[src/rtl/regfile_write_arbiter_if.sv]
// Write-port bundle between the writeback requesters, the arbiter and register_file.
// master: requester/register-file side (drives req*, observes ready, WE3/A3/WD3, status)
// slave : arbiter side (observes req*, drives ready, WE3/A3/WD3, busy, init_done)
interface regfile_write_arbiter_if #(
    parameter int unsigned DATA_W = 32,
    parameter int unsigned ADDR_W = 5
);
    logic              req0_valid;
    logic [ADDR_W-1:0] req0_addr;
    logic [DATA_W-1:0] req0_data;
    logic              req0_ready;
    logic              req1_valid;
    logic [ADDR_W-1:0] req1_addr;
    logic [DATA_W-1:0] req1_data;
    logic              req1_ready;
    logic              WE3;
    logic [ADDR_W-1:0] A3;
    logic [DATA_W-1:0] WD3;
    logic              busy;
    logic              init_done;

    modport master (
        output req0_valid, req0_addr, req0_data,
        output req1_valid, req1_addr, req1_data,
        input  req0_ready, req1_ready,
        input  WE3, A3, WD3, busy, init_done
    );

    modport slave (
        input  req0_valid, req0_addr, req0_data,
        input  req1_valid, req1_addr, req1_data,
        output req0_ready, req1_ready,
        output WE3, A3, WD3, busy, init_done
    );
endinterface

[src/rtl/regfile_write_arbiter.sv]
// Owner of the register file write port (WE3/A3/WD3).
// After reset it clears x1..x(2**ADDR_W-1), one per cycle, then arbitrates
// round-robin between two valid/ready writeback requesters.
// Ports:
//   CLK   - system clock, rising edge
//   RST_N - asynchronous active-low reset
//   bus   - slave side of regfile_write_arbiter_if: req0/req1 handshakes,
//           registered WE3/A3/WD3, busy (sweep running), init_done (accepting)
module regfile_write_arbiter #(
    parameter int unsigned DATA_W         = 32,
    parameter int unsigned ADDR_W         = 5,
    parameter bit          CLEAR_ON_RESET = 1'b1
) (
    input  logic                    CLK,
    input  logic                    RST_N,
    regfile_write_arbiter_if.slave  bus
);

    localparam logic [ADDR_W-1:0] LAST_REG = '1;

    typedef enum logic {
        ST_INIT = 1'b0,
        ST_RUN  = 1'b1
    } state_t;

    state_t            state, state_next;
    logic [ADDR_W-1:0] cnt, cnt_next;
    logic              last_grant, last_grant_next;
    logic              we_q, we_next;
    logic [ADDR_W-1:0] addr_q, addr_next;
    logic [DATA_W-1:0] data_q, data_next;
    logic              busy_q, busy_next;
    logic              done_q, done_next;
    logic              grant0, grant1;

    // Round-robin grant; depends only on valids, state and last_grant.
    always_comb begin
        grant0 = 1'b0;
        grant1 = 1'b0;
        if (state == ST_RUN) begin
            if (bus.req0_valid && bus.req1_valid) begin
                grant0 = last_grant;
                grant1 = !last_grant;
            end else begin
                grant0 = bus.req0_valid;
                grant1 = bus.req1_valid;
            end
        end
    end

    assign bus.req0_ready = grant0;
    assign bus.req1_ready = grant1;

    // Next-state and next-output logic.
    always_comb begin
        state_next      = state;
        cnt_next        = cnt;
        last_grant_next = last_grant;
        we_next         = 1'b0;
        addr_next       = addr_q;
        data_next       = data_q;

        if (state == ST_INIT) begin
            if (CLEAR_ON_RESET) begin
                we_next   = 1'b1;
                addr_next = cnt;
                data_next = '0;
                cnt_next  = cnt + ADDR_W'(1);
                if (cnt == LAST_REG) begin
                    state_next = ST_RUN;
                end
            end else begin
                state_next = ST_RUN;
            end
        end else begin
            // x0 is hardwired: complete the handshake but suppress the write.
            if (grant0) begin
                we_next         = |bus.req0_addr;
                addr_next       = bus.req0_addr;
                data_next       = bus.req0_data;
                last_grant_next = 1'b0;
            end else if (grant1) begin
                we_next         = |bus.req1_addr;
                addr_next       = bus.req1_addr;
                data_next       = bus.req1_data;
                last_grant_next = 1'b1;
            end
        end

        busy_next = (state_next == ST_INIT);
        done_next = (state_next == ST_RUN);
    end

    // State and output registers.
    always_ff @(posedge CLK or negedge RST_N) begin
        if (!RST_N) begin
            state      <= ST_INIT;
            cnt        <= ADDR_W'(1);
            last_grant <= 1'b1;
            we_q       <= 1'b0;
            addr_q     <= '0;
            data_q     <= '0;
            busy_q     <= 1'b1;
            done_q     <= 1'b0;
        end else begin
            state      <= state_next;
            cnt        <= cnt_next;
            last_grant <= last_grant_next;
            we_q       <= we_next;
            addr_q     <= addr_next;
            data_q     <= data_next;
            busy_q     <= busy_next;
            done_q     <= done_next;
        end
    end

    assign bus.WE3       = we_q;
    assign bus.A3        = addr_q;
    assign bus.WD3       = data_q;
    assign bus.busy      = busy_q;
    assign bus.init_done = done_q;

endmodule

[src/flat_wrapper.sv]
// flat-port wrapper written by rule: the top's interface ports become plain ports
module regfile_write_arbiter_flat 
#(
    parameter int unsigned DATA_W         = 32,
    parameter int unsigned ADDR_W         = 5,
    parameter bit          CLEAR_ON_RESET = 1'b1
)
  (CLK, RST_N, bus_req0_valid, bus_req0_addr, bus_req0_data, bus_req1_valid, bus_req1_addr, bus_req1_data, bus_req0_ready, bus_req1_ready, bus_WE3, bus_A3, bus_WD3, bus_busy, bus_init_done);
  regfile_write_arbiter_if #(.DATA_W(DATA_W), .ADDR_W(ADDR_W)) bus_i ();
  input  logic CLK;
  input  logic RST_N;
  input wire logic [$bits(bus_i.req0_valid)-1:0] bus_req0_valid;
  input wire logic [$bits(bus_i.req0_addr)-1:0] bus_req0_addr;
  input wire logic [$bits(bus_i.req0_data)-1:0] bus_req0_data;
  input wire logic [$bits(bus_i.req1_valid)-1:0] bus_req1_valid;
  input wire logic [$bits(bus_i.req1_addr)-1:0] bus_req1_addr;
  input wire logic [$bits(bus_i.req1_data)-1:0] bus_req1_data;
  output wire logic [$bits(bus_i.req0_ready)-1:0] bus_req0_ready;
  output wire logic [$bits(bus_i.req1_ready)-1:0] bus_req1_ready;
  output wire logic [$bits(bus_i.WE3)-1:0] bus_WE3;
  output wire logic [$bits(bus_i.A3)-1:0] bus_A3;
  output wire logic [$bits(bus_i.WD3)-1:0] bus_WD3;
  output wire logic [$bits(bus_i.busy)-1:0] bus_busy;
  output wire logic [$bits(bus_i.init_done)-1:0] bus_init_done;
  assign bus_i.req0_valid = bus_req0_valid;
  assign bus_i.req0_addr = bus_req0_addr;
  assign bus_i.req0_data = bus_req0_data;
  assign bus_i.req1_valid = bus_req1_valid;
  assign bus_i.req1_addr = bus_req1_addr;
  assign bus_i.req1_data = bus_req1_data;
  assign bus_req0_ready = bus_i.req0_ready;
  assign bus_req1_ready = bus_i.req1_ready;
  assign bus_WE3 = bus_i.WE3;
  assign bus_A3 = bus_i.A3;
  assign bus_WD3 = bus_i.WD3;
  assign bus_busy = bus_i.busy;
  assign bus_init_done = bus_i.init_done;
  regfile_write_arbiter #(.DATA_W(DATA_W), .ADDR_W(ADDR_W), .CLEAR_ON_RESET(CLEAR_ON_RESET)) u_core (.CLK(CLK), .RST_N(RST_N), .bus(bus_i));
endmodule
[config.mk]
export PLATFORM = sky130hd
export DESIGN_NAME = regfile_write_arbiter_flat
export DESIGN_NICKNAME = d
export VERILOG_FILES = /design/src/rtl/regfile_write_arbiter_if.sv /design/src/rtl/regfile_write_arbiter.sv /design/src/flat_wrapper.sv
export SDC_FILE = /design/constraint.sdc
export NUM_CORES = 1
export LEC_CHECK = 0
export BUFFER_PORTS_ARGS = -buffer_cell sky130_fd_sc_hd__buf_2
export CAP_MARGIN = 15
export CORE_MARGIN = 3
export CORE_UTILIZATION = 45
export DETAILED_ROUTE_END_ITERATION = 7
export GPL_ROUTABILITY_DRIVEN = 1
export GPL_TIMING_DRIVEN = 0
export PLACE_DENSITY_LB_ADDON = 0.1
export SETUP_SLACK_MARGIN = 0.4
export SYNTH_ARGS = -nofsm -noshare
export SYNTH_HDL_FRONTEND = slang
export SYNTH_SLANG_ARGS = --single-unit
[constraint.sdc]
create_clock -name CLK -period 3.1 [get_ports CLK]
set_input_delay 0.93 -clock CLK [delete_from_list [all_inputs] [get_ports CLK]]
set_output_delay 0.93 -clock CLK [all_outputs]
set_load 0.01 [all_outputs]
==> reports/qor.yml <==
finalSetupTns_ns: 0
die_x_um: 76.47
cts_buffer_depth: 2
dpl.hpwl_um: 3933
path_class: "input port to output port"
hold_class: "flop to flop"
core-area_um2: 4755
critPathRequiredTime_ns: 2.17
cts_htree_levels: 2
ys.flop_type: "dfrtp_1"
ys_seq_area_share_pct: 51.68
io_buffers: 118
synth_edf_count: 0
clk_pin_slew_worst_paths_ns: 0.07
syn_nets: 284
clk_latency_ns: 0.29
num_vias: 1909
cts-root-buf: "clkbuf_8"
cts_tree: "yes"
whs_ns: 0.4761
grt_pass1_vias: 1844
first_iter_violations: 60
cap_violations: 0
final-max-slew-violation-count: 0
dr.pass1.iters: 4
reg2reg_depth: 7
grt_usage_pct: 18.21
tightest_slew_ns: 0.9906
cts_buffers: 5
placed_area_um2: 2909
ant_nets: 0
startpoint_type: "input port"
slew_headroom_pct: 33.96
path_cells: "buf_4 > nand2b_2 > and3_4 > buf_12 > buf_12 > buf_2"
synthesis.area_um2: 2235
routedWlPerCell_um: 12.87
area_growth_pct: 34.71
synth_seq_cells: 46
drc: 0
worst_ir_drop_vdd_uv: 269.5
hold_buffers: 0
yosys_warnings: 0
status: "complete, no violations"
avgSynthCellArea_um2: 10.95
drt-total-wl_um: 5136
multi_input_area_um2: 933.4
grt_overflow_total: 0
setup_violations: 0
finalCritPeriodShare_pct: 85.03
final_cell_area_um2: 3010
antenna_found_initial: 0
grt_max_degree: 47
hold_violations: 0
finalCriticalPeriod_ns: 2.636
core.rowCount: 25
ys_types: 31
place_congestion: 0.7422
path_common_cell: "buf_12"
power_density_nw_per_um2: 442.2
dieArea_um2: 5848
hold_path_depth: 2
finalClockSkew_ns: 0.003101
seq_area_um2: 1155
p_leak_nw: 1.543
die_h_um: 76.47
nFillCells: 452
ioPinCount: 120
max_stage_delay_ns: 0.19
path_max_fanout: 6
num_antenna_cells: 0
cp-end-kind: "output port"
drive_gt1_share_pct: 43.67
start_util_pct: 47.00
rsz0062_at_grt: "false"
arrival_ns: 1.71
viasPerCell: 4.784
synthCells: 204
finalNetCount: 412
synth-async-reset-ratio_pct: 100.0
cp_slowest_cell: "and3_4"
fmax_ghz: 0.3794
cts.sinks: 46
grt_pass1_wl_um: 8535
## routing by layer
layer / vias to the layer above / wire length, um / track usage (%)
met3: 4 / 442 / 6.147
met2: 80 / 2418 / 30.49
met4: 0 / 47 / 5.072
met1: 865 / 2228 / 22.41
li1: 960 / - / -
met5: - / 0 / 0
## registers in the layout, indices dropped and copies added (netlist names)
name	cells
u_core.cnt	5
u_core.bus.busy	1
u_core.state	1
u_core.last_grant	1
u_core.bus.A3	5
u_core.bus.WD3	32
u_core.bus.WE3	1
## power breakdown
group          internal, W  switching [W]  total [W]
Combinational     0.000157       0.000157   0.000314
Clock             0.000155       0.000174   0.000329
Sequential        0.000660      0.0000279   0.000688
## Yosys cell counts, types with 3 or more instances
| cell | instances | share of area (%) |
|---|---|---|
| dfstp_2 | 3 | 3.5 |
| buf_12 | 4 | 3.6 |
| nor2_1 | 3 | 0.50 |
| xnor2_1 | 3 | 1.2 |
| nand2_1 | 36 | 6.0 |
| a21oi_1 | 7 | 1.6 |
| o21ai_1 | 13 | 2.9 |
| buf_6 | 3 | 1.5 |
| nor2b_1 | 3 | 0.84 |
| clkbuf_1 | 3 | 0.50 |
| o21ai_0 | 24 | 5.4 |
| mux2i_1 | 36 | 16 |
| dfrtp_1 | 43 | 48 |
## layout make-up
class | instances | share of cell area, %
multi-input cells | 144 | 31.01
well taps | 67 | 2.785
inverters | 1 | 0.1247
clock buffers | 7 | 2.535
repair buffers | 121 | 20.45
plain buffers | 13 | 4.738
flip-flops and latches | 46 | 38.36
## per-stage QoR
step | setup WS [ns] | instances | util [%] | total power [W]
after floorplan | 0.6444 | 204 | - | 0.0008637
after global placement | 0.3934 | 389 | 61.18 | 0.001008
after detailed placement | 0.3941 | 389 | 61.18 | 0.001015
after CTS | 0.4144 | 396 | 62.84 | 0.001350
after global routing | 0.4392 | 399 | 63.32 | 0.001416
final | 0.4642 | 399 | 63.32 | 0.001331
## cells in the final DEF (no fill, tap or decap)
master / Yosys / layout
nor2b_1: 3 / 3
a31oi_1: 1 / 1
a22o_1: 1 / 1
buf_4: 1 / 5
buf_2: 1 / 118
nand3_1: 2 / 2
buf_6: 3 / 3
and3_1: 2 / 2
and2b_1: 1 / 1
mux2_2: 2 / 2
buf_12: 4 / 4
clkbuf_8: 0 / 5
dfrtp_1: 43 / 43
xnor2_1: 3 / 3
o221ai_1: 1 / 1
nor2_1: 3 / 3
nand2b_2: 1 / 1
and3_4: 1 / 1
clkbuf_2: 1 / 1
nand2b_1: 1 / 1
nand2_1: 36 / 36
o21ai_0: 24 / 24
nor3b_2: 1 / 1
clkbuf_1: 3 / 5
a21oi_1: 7 / 7
inv_1: 1 / 1
o21ai_1: 13 / 13
ha_1: 2 / 2
dfstp_2: 3 / 3
mux2i_1: 36 / 36
or2_2: 1 / 1
or4_1: 2 / 2
## cells by family (layout without fill, tap and decap cells)
family / Yosys count / count (layout) / synth area share [%]
fa+ha+maj: 2 / 2 / 1.120
mux: 38 / 38 / 17.13
xor+xnor: 3 / 3 / 1.176
flops: 46 / 46 / 51.68
buf+inv: 14 / 142 / 6.550
compound gates: 47 / 47 / 10.92
simple gates: 54 / 54 / 11.42
## critical path, delay by kind of cell
kind	cells	cell delay, ns
buffers and inverters	4	0.51
AND/OR/NAND/NOR	2	0.26
## what timing repair did
item	CTS	global route
buffers inserted	0	3
resized for setup	1	0
endpoints found under the setup margin	1	1
## path summary, 6_finish.rpt
| kind | startpoint | end | slack [ns] |
|---|---|---|---|
| min reg2reg | u_core.bus.WD3[13]$_DFFE_PN0P_ | u_core.bus.WD3[13]$_DFFE_PN0P_ | 0.48 |
| max reg2reg | u_core.last_grant$_DFFE_PN1P_ | u_core.bus.WD3[26]$_DFFE_PN0P_ | 1.40 |
| max in group asynchronous | RST_N | u_core.bus.A3[4]$_DFFE_PN0P_ | 1.69 |
| min | u_core.bus.WD3[13]$_DFFE_PN0P_ | u_core.bus.WD3[13]$_DFFE_PN0P_ | 0.48 |
| max | bus_req1_valid | bus_req0_ready | 0.46 |
| min in group asynchronous | RST_N | u_core.bus.WD3[29]$_DFFE_PN0P_ | 0.81 |
Note: power is estimated with default switching activity, not from simulation.
